`src/rtl/sram_axi_bridge_if.sv`:
```
// Bus bundle for sram_axi_bridge.
// Carries both sides of the bridge: the SRAM-like request port (req/wr/
// select/addr/wdata in, addr_ok/data_ok/rdata out) and the single-beat AXI
// master port (AR, R, AW, W and B channels; id/len/burst/wlast are tied off
// by the SoC wrapper).
//   master : view taken by the bridge (it masters the AXI side)
//   slave  : view taken by the environment (request source + AXI slave)
interface sram_axi_bridge_if #(
  parameter int ADDR_W = 32,
  parameter int DATA_W = 32
);
  // SRAM-like side
  logic              req;
  logic              wr;
  logic [3:0]        select;
  logic [ADDR_W-1:0] addr;
  logic [DATA_W-1:0] wdata;
  logic              addr_ok;
  logic              data_ok;
  logic [DATA_W-1:0] rdata;
  // AXI read channels
  logic [ADDR_W-1:0] araddr;
  logic [2:0]        arsize;
  logic              arvalid;
  logic              arready;
  logic [DATA_W-1:0] axi_rdata;
  logic              rvalid;
  logic              rready;
  // AXI write channels
  logic [ADDR_W-1:0] awaddr;
  logic [2:0]        awsize;
  logic              awvalid;
  logic              awready;
  logic [DATA_W-1:0] axi_wdata;
  logic [3:0]        wstrb;
  logic              wvalid;
  logic              wready;
  logic              bvalid;
  logic              bready;

  modport master (
    input  req, wr, select, addr, wdata,
    input  arready, axi_rdata, rvalid, awready, wready, bvalid,
    output addr_ok, data_ok, rdata,
    output araddr, arsize, arvalid, rready,
    output awaddr, awsize, awvalid, axi_wdata, wstrb, wvalid, bready
  );

  modport slave (
    output req, wr, select, addr, wdata,
    output arready, axi_rdata, rvalid, awready, wready, bvalid,
    input  addr_ok, data_ok, rdata,
    input  araddr, arsize, arvalid, rready,
    input  awaddr, awsize, awvalid, axi_wdata, wstrb, wvalid, bready
  );
endinterface

```
`src/rtl/sram_axi_bridge.sv`:
```
// sram_axi_bridge: turns single-outstanding SRAM-like requests into
// single-beat AXI read or write transactions. One transaction in flight;
// once accepted it always runs to completion.
// Ports:
//   clk  - clock
//   rst  - synchronous, active-high reset
//   bus  - sram_axi_bridge_if.master (SRAM request side + AXI master side)
// Outputs are pure decodes of registered state, so no AXI input reaches a
// valid/ready output combinationally. addr_ok is the only combinational
// output (req gated by IDLE).
module sram_axi_bridge #(
  parameter int ADDR_W = 32,
  parameter int DATA_W = 32
) (
  input  logic              clk,
  input  logic              rst,
  sram_axi_bridge_if.master bus
);

  typedef enum logic [2:0] {IDLE, AR, R, AW_W, B, DONE} state_t;

  state_t            state, state_next;
  logic [ADDR_W-1:0] addr_q;
  logic [DATA_W-1:0] wdata_q;
  logic [DATA_W-1:0] rdata_q;
  logic [3:0]        select_q;
  logic [2:0]        size_q;
  logic              aw_done, w_done;
  logic              accept, aw_fire, w_fire;

  // AXI size from the byte-enable pattern; irregular patterns fall back to a
  // full word and rely on wstrb to mask bytes.
  function automatic logic [2:0] size_of(input logic [3:0] sel);
    case (sel)
      4'b0011, 4'b1100:                   size_of = 3'd1;
      4'b0001, 4'b0010, 4'b0100, 4'b1000: size_of = 3'd0;
      default:                            size_of = 3'd2;
    endcase
  endfunction

  assign accept  = (state == IDLE) && bus.req;
  assign aw_fire = (state == AW_W) && !aw_done && bus.awready;
  assign w_fire  = (state == AW_W) && !w_done  && bus.wready;

  // NOTE: sequential state uses non-blocking assignments so every register
  // samples pre-edge values, independent of statement order.
  always_ff @(posedge clk) begin
    if (rst) begin
      state   <= IDLE;
      rdata_q <= '0;
      aw_done <= 1'b0;
      w_done  <= 1'b0;
    end else begin
      state <= state_next;
      if (state == R && bus.rvalid)
        rdata_q <= bus.axi_rdata;
      // Handshake flags live only inside AW_W; outside it they are cleared
      // so the next write starts fresh.
      if (state == AW_W) begin
        if (aw_fire) aw_done <= 1'b1;
        if (w_fire)  w_done  <= 1'b1;
      end else begin
        aw_done <= 1'b0;
        w_done  <= 1'b0;
      end
    end
  end

  // NOTE: request copies carry no reset; they are only read after an accept
  // has loaded them, so resetting them would buy nothing.
  // Direction is not stored separately: the AR/AW_W branch taken from IDLE
  // already encodes it.
  always_ff @(posedge clk) begin
    if (accept) begin
      addr_q   <= bus.addr;
      wdata_q  <= bus.wdata;
      select_q <= bus.select;
      size_q   <= size_of(bus.select);
    end
  end

  // NOTE: every output and next-state term gets a default before the case,
  // so no path leaves a variable unassigned and no latch is inferred.
  always_comb begin
    state_next    = state;
    bus.addr_ok   = 1'b0;
    bus.data_ok   = 1'b0;
    bus.arvalid   = 1'b0;
    bus.rready    = 1'b0;
    bus.awvalid   = 1'b0;
    bus.wvalid    = 1'b0;
    bus.bready    = 1'b0;
    bus.rdata     = rdata_q;
    bus.araddr    = addr_q;
    bus.arsize    = size_q;
    bus.awaddr    = addr_q;
    bus.awsize    = size_q;
    bus.axi_wdata = wdata_q;
    bus.wstrb     = select_q;
    case (state)
      IDLE: begin
        bus.addr_ok = bus.req;
        if (bus.req) state_next = bus.wr ? AW_W : AR;
      end
      AR: begin
        bus.arvalid = 1'b1;
        if (bus.arready) state_next = R;
      end
      R: begin
        bus.rready = 1'b1;
        if (bus.rvalid) state_next = DONE;
      end
      AW_W: begin
        bus.awvalid = !aw_done;
        bus.wvalid  = !w_done;
        // A handshake completing this cycle counts as done.
        if ((aw_done || aw_fire) && (w_done || w_fire)) state_next = B;
      end
      B: begin
        bus.bready = 1'b1;
        if (bus.bvalid) state_next = DONE;
      end
      DONE: begin
        bus.data_ok = 1'b1;
        state_next  = IDLE;
      end
      default: state_next = IDLE;
    endcase
  end

endmodule

```
`src/flat_wrapper.sv`:
```
// flat-port wrapper written by rule: the top's interface ports become plain ports
module sram_axi_bridge_flat 
#(
  parameter int ADDR_W = 32,
  parameter int DATA_W = 32
)
  (clk, rst, bus_req, bus_wr, bus_select, bus_addr, bus_wdata, bus_arready, bus_axi_rdata, bus_rvalid, bus_awready, bus_wready, bus_bvalid, bus_addr_ok, bus_data_ok, bus_rdata, bus_araddr, bus_arsize, bus_arvalid, bus_rready, bus_awaddr, bus_awsize, bus_awvalid, bus_axi_wdata, bus_wstrb, bus_wvalid, bus_bready);
  sram_axi_bridge_if #(.ADDR_W(ADDR_W), .DATA_W(DATA_W)) bus_i ();
  input  logic clk;
  input  logic rst;
  input wire logic [$bits(bus_i.req)-1:0] bus_req;
  input wire logic [$bits(bus_i.wr)-1:0] bus_wr;
  input wire logic [$bits(bus_i.select)-1:0] bus_select;
  input wire logic [$bits(bus_i.addr)-1:0] bus_addr;
  input wire logic [$bits(bus_i.wdata)-1:0] bus_wdata;
  input wire logic [$bits(bus_i.arready)-1:0] bus_arready;
  input wire logic [$bits(bus_i.axi_rdata)-1:0] bus_axi_rdata;
  input wire logic [$bits(bus_i.rvalid)-1:0] bus_rvalid;
  input wire logic [$bits(bus_i.awready)-1:0] bus_awready;
  input wire logic [$bits(bus_i.wready)-1:0] bus_wready;
  input wire logic [$bits(bus_i.bvalid)-1:0] bus_bvalid;
  output wire logic [$bits(bus_i.addr_ok)-1:0] bus_addr_ok;
  output wire logic [$bits(bus_i.data_ok)-1:0] bus_data_ok;
  output wire logic [$bits(bus_i.rdata)-1:0] bus_rdata;
  output wire logic [$bits(bus_i.araddr)-1:0] bus_araddr;
  output wire logic [$bits(bus_i.arsize)-1:0] bus_arsize;
  output wire logic [$bits(bus_i.arvalid)-1:0] bus_arvalid;
  output wire logic [$bits(bus_i.rready)-1:0] bus_rready;
  output wire logic [$bits(bus_i.awaddr)-1:0] bus_awaddr;
  output wire logic [$bits(bus_i.awsize)-1:0] bus_awsize;
  output wire logic [$bits(bus_i.awvalid)-1:0] bus_awvalid;
  output wire logic [$bits(bus_i.axi_wdata)-1:0] bus_axi_wdata;
  output wire logic [$bits(bus_i.wstrb)-1:0] bus_wstrb;
  output wire logic [$bits(bus_i.wvalid)-1:0] bus_wvalid;
  output wire logic [$bits(bus_i.bready)-1:0] bus_bready;
  assign bus_i.req = bus_req;
  assign bus_i.wr = bus_wr;
  assign bus_i.select = bus_select;
  assign bus_i.addr = bus_addr;
  assign bus_i.wdata = bus_wdata;
  assign bus_i.arready = bus_arready;
  assign bus_i.axi_rdata = bus_axi_rdata;
  assign bus_i.rvalid = bus_rvalid;
  assign bus_i.awready = bus_awready;
  assign bus_i.wready = bus_wready;
  assign bus_i.bvalid = bus_bvalid;
  assign bus_addr_ok = bus_i.addr_ok;
  assign bus_data_ok = bus_i.data_ok;
  assign bus_rdata = bus_i.rdata;
  assign bus_araddr = bus_i.araddr;
  assign bus_arsize = bus_i.arsize;
  assign bus_arvalid = bus_i.arvalid;
  assign bus_rready = bus_i.rready;
  assign bus_awaddr = bus_i.awaddr;
  assign bus_awsize = bus_i.awsize;
  assign bus_awvalid = bus_i.awvalid;
  assign bus_axi_wdata = bus_i.axi_wdata;
  assign bus_wstrb = bus_i.wstrb;
  assign bus_wvalid = bus_i.wvalid;
  assign bus_bready = bus_i.bready;
  sram_axi_bridge #(.ADDR_W(ADDR_W), .DATA_W(DATA_W)) u_core (.clk(clk), .rst(rst), .bus(bus_i));
endmodule
```
`config.mk`:
```
export PLATFORM = sky130hd
export DESIGN_NAME = sram_axi_bridge_flat
export DESIGN_NICKNAME = d
export VERILOG_FILES = /design/src/rtl/sram_axi_bridge_if.sv /design/src/rtl/sram_axi_bridge.sv /design/src/flat_wrapper.sv
export SDC_FILE = /design/constraint.sdc
export NUM_CORES = 1
export LEC_CHECK = 0
export ABC_AREA = 1
export BUFFER_PORTS_ARGS = -buffer_cell sky130_fd_sc_hd__buf_2
export CAP_MARGIN = 40
export CELL_PAD_IN_SITES_DETAIL_PLACEMENT = 1
export CELL_PAD_IN_SITES_GLOBAL_PLACEMENT = 2
export CORE_UTILIZATION = 26
export CTS_CLUSTER_SIZE = 24
export DETAILED_ROUTE_END_ITERATION = 10
export GPL_ROUTABILITY_DRIVEN = 0
export MAX_ROUTING_LAYER = met4
export PLACE_DENSITY_LB_ADDON = 0.15
export SLEW_MARGIN = 25
export SYNTH_ARGS = -nofsm -noshare
export SYNTH_HDL_FRONTEND = slang
export SYNTH_SLANG_ARGS = --single-unit
```
`constraint.sdc`:
```
create_clock -name clk -period 38.5 [get_ports clk]
set_clock_uncertainty 0.1 [all_clocks]
set_input_delay 11.55 -clock clk [delete_from_list [all_inputs] [get_ports clk]]
set_output_delay 11.55 -clock clk [all_outputs]
set_load 0.02 [all_outputs]
```
# ---- Word-level counts from Yosys, hierarchy flattened
# Index checks and enable logic that the tools add are counted.
dict set report word_totals {
  output_inout_bits 145
  ff_bits 108
  romBits 0
  memories 0
  latch_bits 0
  ramBits 0
  inputBits 109
}
dict set report classes {
  bitwise_logic 1
  reduce_logical 16
  n_eq_ne 16
  order_cmp 0
  div 0
  add_sub_neg 0
  shift 0
  muxes 15
  n_mul 0
}
# cell n
set op_table {}
lappend op_table {{3-bit 2-to-1 mux} 5}
lappend op_table {{3-bit one-hot mux with 5 select lines} 1}
lappend op_table {{2-bit != test (second input constant)} 5}
lappend op_table {{4-bit by 2-bit equality test with 1-bit output (second input constant)} 2}
lappend op_table {{4-bit equality test (second input constant)} 2}
lappend op_table {{1-bit logical AND} 7}
lappend op_table {{1-bit 2-to-1 mux} 7}
lappend op_table {{3-bit by 2-bit equality test with 1-bit output (second input constant)} 2}
lappend op_table {{3-bit equality test (second input constant)} 2}
lappend op_table {{5-bit AND reduction} 1}
lappend op_table {{4-bit by 1-bit equality test with 1-bit output (second input constant)} 1}
lappend op_table {{4-bit by 3-bit equality test with 1-bit output (second input constant)} 1}
lappend op_table {{2-bit one-hot mux with 2 select lines} 1}
lappend op_table {{2-bit OR reduction} 2}
lappend op_table {{4-bit OR reduction} 1}
lappend op_table {{3-bit by 1-bit equality test with 1-bit output (second input constant)} 1}
lappend op_table {{3-bit logical NOT} 1}
lappend op_table {{1-bit logical NOT} 2}
lappend op_table {{1-bit logical OR} 2}
lappend op_table {{2-bit 2-to-1 mux} 1}
lappend op_table {{1-bit NOT} 1}

# ---- Longest topological paths before layout
# Gate-level depths: netlist (run 1).
dict set report logic_depth {
  depth_word 7
  depth_mapped 10
  ltp_nobuf 9
}

# ---- Worst setup path before layout (run 1)
# OpenSTA, ideal clock, no wires.
dict set report synth_timing {
  kind {input -> output}
  startpoint {in bus_req}
  endpoint {out bus_addr_ok}
  t_arrival_ps 18732
  cell_stages 2
  slack_ps 8118
  cell_sequence {inv_1 -> nor4_1}
}
dict set report synth_between {
  elab_chain_cells 1
}
# element line_no
set synth_rtl {}
lappend synth_rtl {{from (decl)} flat_wrapper.sv:11} ;# input wire logic [$bits(bus_i.req)-1:0] bus_req;
lappend synth_rtl {{1-bit 2-to-1 mux} sram_axi_bridge.sv:100} ;# case (state)
lappend synth_rtl {{to (decl)} flat_wrapper.sv:22} ;# output wire logic [$bits(bus_i.addr_ok)-1:0] bus_addr_ok;
# Every way passes these cells.

# ---- Worst setup path in the final report (run 1)
# Same ends and word-level chain as after synthesis.

==> out/metrics.yaml, run 1 <==
numCtsBuffers: 9
num_vias: 3079
finalCritPeriodShare_pct: 62.4
dr.first_iter.drc_count: 91
hold_buffers: 0
drcViolationCount: 0
rows: 44
ir_drop_v: 0.0000345
min-delay-start: "u_core.bus.rdata[5]"
p_total_mw: 0.362
area_growth_pct: 35.1
maxSlewViolCount: 0
clockBufferDepth: 2
crit-reg2reg-capture: "u_core.bus.axi_wdata[19]"
die_h_um: 126
htreeDepth: 3
syn_inst: 316
crit_buf_inv: 4
postRouteWirelength_um: 11300
cp_cell_sequence: "buf_2 > inv_1 > nor4_2 > buf_4 > buf_2"
rsz0062_at_grt: "no"
crit_path_start_kind: "input port"
critical_path_class: "in -> out"
cp_top_family: "buffers and inverters"
grt_max_degree: 57
hold_path_depth: 2
clock-sinks: 107
tns_ns: 0
setup_viol: 0
gr-total-overflow: 0
clk_pin_slew_ns: 0.07
insertion_delay_ns: 0.34
fin_hold_ws_ns: 0.362
slew_headroom_pct: 51.1
drtPass1Iterations: 3
outcome: "complete, no violations"
crit_path_end_kind: "output pin"
drive_gt1_share_pct: 51.1
post_cts_buffers: 0
ys_seq_area_share_pct: 71.4
min_to: "u_core.bus.rdata[5]"
dieArea_sq_mm: 0.0158
cts_resized: 0
antenna_left: 0
required_ns: 26.85
via_per_inst: 4.28
path_max_fanout: 16
syn_area_sq_mm: 0.00398
reg2reg_depth: 3
worstPathArrival_ns: 12.37
portBuffers: 251
crit_path_top_delay_cell: "buf_4"
wl_per_cell_um: 15.6
hold_viol_final: 0
fin_crit_ns: 24.02
max_clock_freq_ghz: 0.0416
io_pins: 254
nFillCells: 1723
start_util_pct: 27.0
grt_pass1_wl_um: 16500
cts-root-buf: "clkbuf_16"
hpwl_um: 8250
die_w_um: 126
cellLeakagePower_nw: 2.40
num-nets-final: 638
worst_slew_pin_slew_ns: 0.733
cts_tree: "done"
reg2reg_slack_ns: 36.29
track_usage_pct: 14.4
ys_ff_latch: 107
crit_path_frequent_cell: "buf_2"
max_stage_delay_ns: 0.31
r2r-start: "u_core.state[2]"
antenna_found_initial: 2
hold_class: "reg -> reg"
design.core.area_sq_mm: 0.0148
drv_cap: 0
yosys.cell_types.count: 24
yosys_warnings: 0
grt_pass1_vias: 2967
power_density_mw_per_mm2: 67.3
syn_area_per_cell_sq_um: 12.6
-- cells in the final DEF (no fill, tap or decap), types with 2 or more instances in the layout --
master,n
buf_2,251
nand4_1,3
nand3_1,38
clkinvlp_4,2
diode_2,2
a21oi_1,34
o21ai_0,2
conb_1,2
nand2_1,44
inv_1,12
clkbuf_16,9
edfxtp_1,70
buf_4,3
dfxtp_1,37
nor2_1,12
nand3b_1,2
-- cell type report --
cell class | instances | area, sq um | share of cell area, %
clock inverter | 6 | 47.5 | 0.884
timing repair buffer | 254 | 1280 | 23.8
clock buffer | 10 | 229 | 4.26
inverter | 13 | 51.3 | 0.954
sequential | 107 | 2840 | 52.9
multi-input combinational | 144 | 693 | 12.9
antenna | 2 | 5.00 | 0.0931
tap | 184 | 230 | 4.28
-- power by group --
part,switching [mW],internal [mW],total [mW]
Clock,0.0425,0.0446,0.0871
Sequential,0.0107,0.151,0.162
Combinational,0.0808,0.0324,0.113
Total,0.134,0.228,0.362
-- cell usage after synthesis --
library cell  instances  area [sq um]
nor3_4                1          16.3
nand3b_1              2          15.0
nand2_1              44           165
nor3_2                1          10.0
buf_4                37           278
conb_1                1          3.75
nand3_1              38           190
nand2_4               1          11.3
buf_6                 8          90.1
edfxtp_1             70          2100
inv_1                12          45.0
buf_2                 4          20.0
nor2_1               12          45.0
a21oi_1              34           170
buf_1                 1          3.75
o21ai_0               2          10.0
clkbuf_1              3          11.3
inv_4                 1          6.26
nor3_1                1          5.00
nor4_1                1          6.26
xnor2_1               1          8.76
nor3b_1               1          7.51
nand4_1               3          18.8
dfxtp_1              37           741
-- sequential cells by signal, summed over array words and instances (netlist names) --
signal	cells
u_core.bus.axi_wdata	32
u_core.bus.rdata	32
u_core.aw_done	1
u_core.bus.arsize	2
u_core.state	3
u_core.w_done	1
u_core.bus.araddr	32
u_core.bus.wstrb	4
-- through the flow --
step / cells / util (%) / setup slack [ns] / instance area, sq um
3_3_place_gp: 702 / 34.5 / 14.49 / 5100
5_1_grt: 720 / 36.4 / 14.41 / 5380
2_1_floorplan: 317 / - / 8.12 / 3980
4_1_cts: 718 / 36.4 / 14.46 / 5370
6_report: 720 / 36.4 / 14.48 / 5380
3_5_place_dp: 702 / 34.5 / 14.46 / 5100
-- how the worst max path moves through the flow --
stage               depth (start not counted)  slack, ns          end    start
finish                                      5      14.48  bus_addr_ok  bus_req
global route                                5      14.41  bus_addr_ok  bus_req
CTS                                         5      14.46  bus_addr_ok  bus_req
detailed placement                          5      14.46  bus_addr_ok  bus_req
global placement                            5      14.49  bus_addr_ok  bus_req
floorplan                                   2       8.12  bus_addr_ok  bus_req
-- per-layer routing --
| layer | part of all wire, % | routed length (um) | up-vias | GRT usage (%) |
|---|---|---|---|---|
| met4 | 1.6 | 178 | 0 | 6.10 |
| met3 | 7.1 | 799 | 12 | 3.61 |
| met1 | 38 | 4280 | 1451 | 15.1 |
| met2 | 53 | 5990 | 140 | 25.6 |
| met5 | 0 | 0 | - | - |
| li1 | - | - | 1476 | - |
-- kinds of logic after synthesis --
| kind of cell | count (synthesis) | share of synthesized area (%) |
|---|---|---|
| xor gates and xnor gates | 1 | 0.220 |
| other | 1 | 0.0942 |
| buffers and inverters | 66 | 11.4 |
| DFF | 107 | 71.4 |
| AOI/OAI and AO/OA | 36 | 4.53 |
| and+or+nand+nor | 105 | 12.3 |
-- tightest hold or removal path, stage by stage (launching register included) --
cell	delay (ns)
dfxtp_1	0.31
nand2_1	0.06
a21oi_1	0.05
(Power assumes the default switching activity.)
==> run 2: changes to the inputs <==
CORE_UTILIZATION = 22   (was 26)
clock period = 21.4 ns   (was 38.5 ns; I/O delays follow)
==> out/metrics.yaml, run 2 (synthesized netlist as in run 1, its figures left out) <==
hold_class: "reg -> reg"
outcome: "complete, no violations"
rows: 48  # +9.1%
clockBufferDepth: 2  # unchanged
switchingPower_mw: 0.249  # +85%
hpwl_um: 9000  # +9.1%
crit_path_start_kind: "input port"
dieArea_sq_mm: 0.0186  # +18%
drv_cap: 0  # unchanged
path_max_fanout: 8  # -8
clk_pin_slew_ns: 0.07  # about the same
pwr-share-seq_pct: 44.2  # -0.4 points
cellLeakagePower_nw: 2.41  # +0.39%
start_util_pct: 22.8  # -4.2 points
htreeDepth: 3  # unchanged
dr.first_iter.drc_count: 131  # +44%
p_total_mw: 0.661  # +83%
ir_drop_v: 0.0000542  # +57%
track_usage_pct: 13.1  # -1.3 points
slew_headroom_pct: 45.1  # -6.0 points
portBuffers: 251  # unchanged
fin_crit_ns: 13.62
grt_pass1_vias: 3020  # +1.8%
antennaDiodeCount: 0  # -2
pwr-share-clk_pct: 25.0  # +0.9 points
hold_viol_final: 0  # unchanged
via_per_inst: 4.08  # -4.5%
worstPathArrival_ns: 7.10  # -5.27 ns
p_comb_share_pct: 30.8  # -0.5 points
wl_per_cell_um: 15.8  # +1.0%
cts-root-buf: "clkbuf_16"
tns_ns: 0  # unchanged
required_ns: 14.88  # -11.97 ns
num_vias: 3100  # +0.68%
worst_slew_pin_slew_ns: 0.824  # +0.0903 ns
r2r-start: "u_core.state[0]"
finalCritPeriodShare_pct: 63.7
design.core.area_sq_mm: 0.0175  # +18%
clock-sinks: 107  # unchanged
antenna_left: 0  # unchanged
endpoint: "bus_addr_ok"
cts_resized: 0  # unchanged
place_ws_ns: 7.74  # -6.72 ns
reg2reg_depth: 3  # unchanged
grt_max_degree: 65  # +14%
io_pins: 254  # unchanged
drcViolationCount: 0  # unchanged
grt_pass1_wl_um: 17500  # +5.8%
gr-total-overflow: 0  # unchanged
hold_buffers: 0  # unchanged
area_growth_pct: 36.7
die_w_um: 137  # +8.6%
drive_gt1_share_pct: 51.5  # +0.37 points
regArea_sq_mm: 0.00284  # unchanged
power_density_mw_per_mm2: 121  # +81%
max_clock_freq_ghz: 0.0734
reg2reg_slack_ns: 19.27  # -17.02 ns
crit_path_end_kind: "output pin"
cts_tree: "done"
critical_path_class: "in -> out"
setup_ws_ns: 7.78  # -6.71 ns
insertion_delay_ns: 0.34  # about the same
maxSlewViolCount: 0  # unchanged
nFillCells: 2004  # +16%
rsz0062_at_grt: "no"
swShare_pct: 37.6  # +0.58 points
num-nets-final: 638  # unchanged
power.internal_mw: 0.412  # +81%
crit-reg2reg-capture: "u_core.bus.axi_wdata[22]"
die_h_um: 137  # +8.6%
layout_common_cells: "buf_2, edfxtp_1, nand2_1"
postRouteWirelength_um: 12000  # +6.5%
utilization_pct: 31.1  # -5.3 points
multi_input_area_sq_um: 693  # unchanged
post_cts_buffers: 0  # unchanged
drtPass1Iterations: 4  # +1
final_common_cell: "buf_2"
place_area_sq_mm: 0.00515  # +1.0%
antenna_found_initial: 0  # -2
fin_area_sq_mm: 0.00544  # +1.1%
setup_viol: 0  # unchanged
numCtsBuffers: 9  # unchanged
startpoint: "bus_req"
-- run 2: through the flow --
stage / hold slack (ns) / std cells
3_5_place_dp: 0.354 / 743
2_1_floorplan: 0.417 / 317
4_1_cts: 0.365 / 759
5_1_grt: 0.385 / 759
6_report: 0.361 / 759
3_3_place_gp: 0.346 / 743
-- run 2: worst max-delay path: stages --
cell	delay, ns
buf_2	0.08
inv_1	0.05
nor4_2	0.12
buf_4	0.22
buf_2	0.21
-- run 2: power by group through the flow --
stage / clock, mW / sequential, mW / combinational (mW)
2_1_floorplan: 0 / 0.347 / 0.109
3_3_place_gp: 0 / 0.295 / 0.208
3_5_place_dp: 0 / 0.298 / 0.208
4_1_cts: 0.173 / 0.293 / 0.208
5_1_grt: 0.181 / 0.298 / 0.222
6_report: 0.165 / 0.292 / 0.203
-- run 2: cell type report --
cell class	instances	share of cell area (%)
timing repair buffer	254	23.5
inverter	13	0.943
clock inverter	7	1.22
multi-input combinational	144	12.7
clock buffer	9	4.14
tap	225	5.18
sequential	107	52.3
-- run 2: metal layers --
layer | vias up | GRT usage [%] | share of wire (%)
met3 | 11 | 3.56 | 9.4
met1 | 1459 | 15.4 | 40
li1 | 1478 | - | -
met2 | 152 | 21.3 | 49
met4 | 0 | 4.63 | 1.3
met5 | - | - | 0
-- run 2: how the worst min path moves through the flow --
stage          slack, ns              endpoint                  from  cells after the start
2_1_floorplan       0.42         u_core.w_done         u_core.w_done                      4
3_3_place_gp        0.35  u_core.bus.rdata[10]  u_core.bus.rdata[10]                      2
3_5_place_dp        0.35   u_core.bus.rdata[6]   u_core.bus.rdata[6]                      2
4_1_cts             0.37   u_core.bus.rdata[9]   u_core.bus.rdata[9]                      2
5_1_grt             0.38  u_core.bus.rdata[12]  u_core.bus.rdata[12]                      2
6_report            0.36  u_core.bus.rdata[14]  u_core.bus.rdata[14]                      2
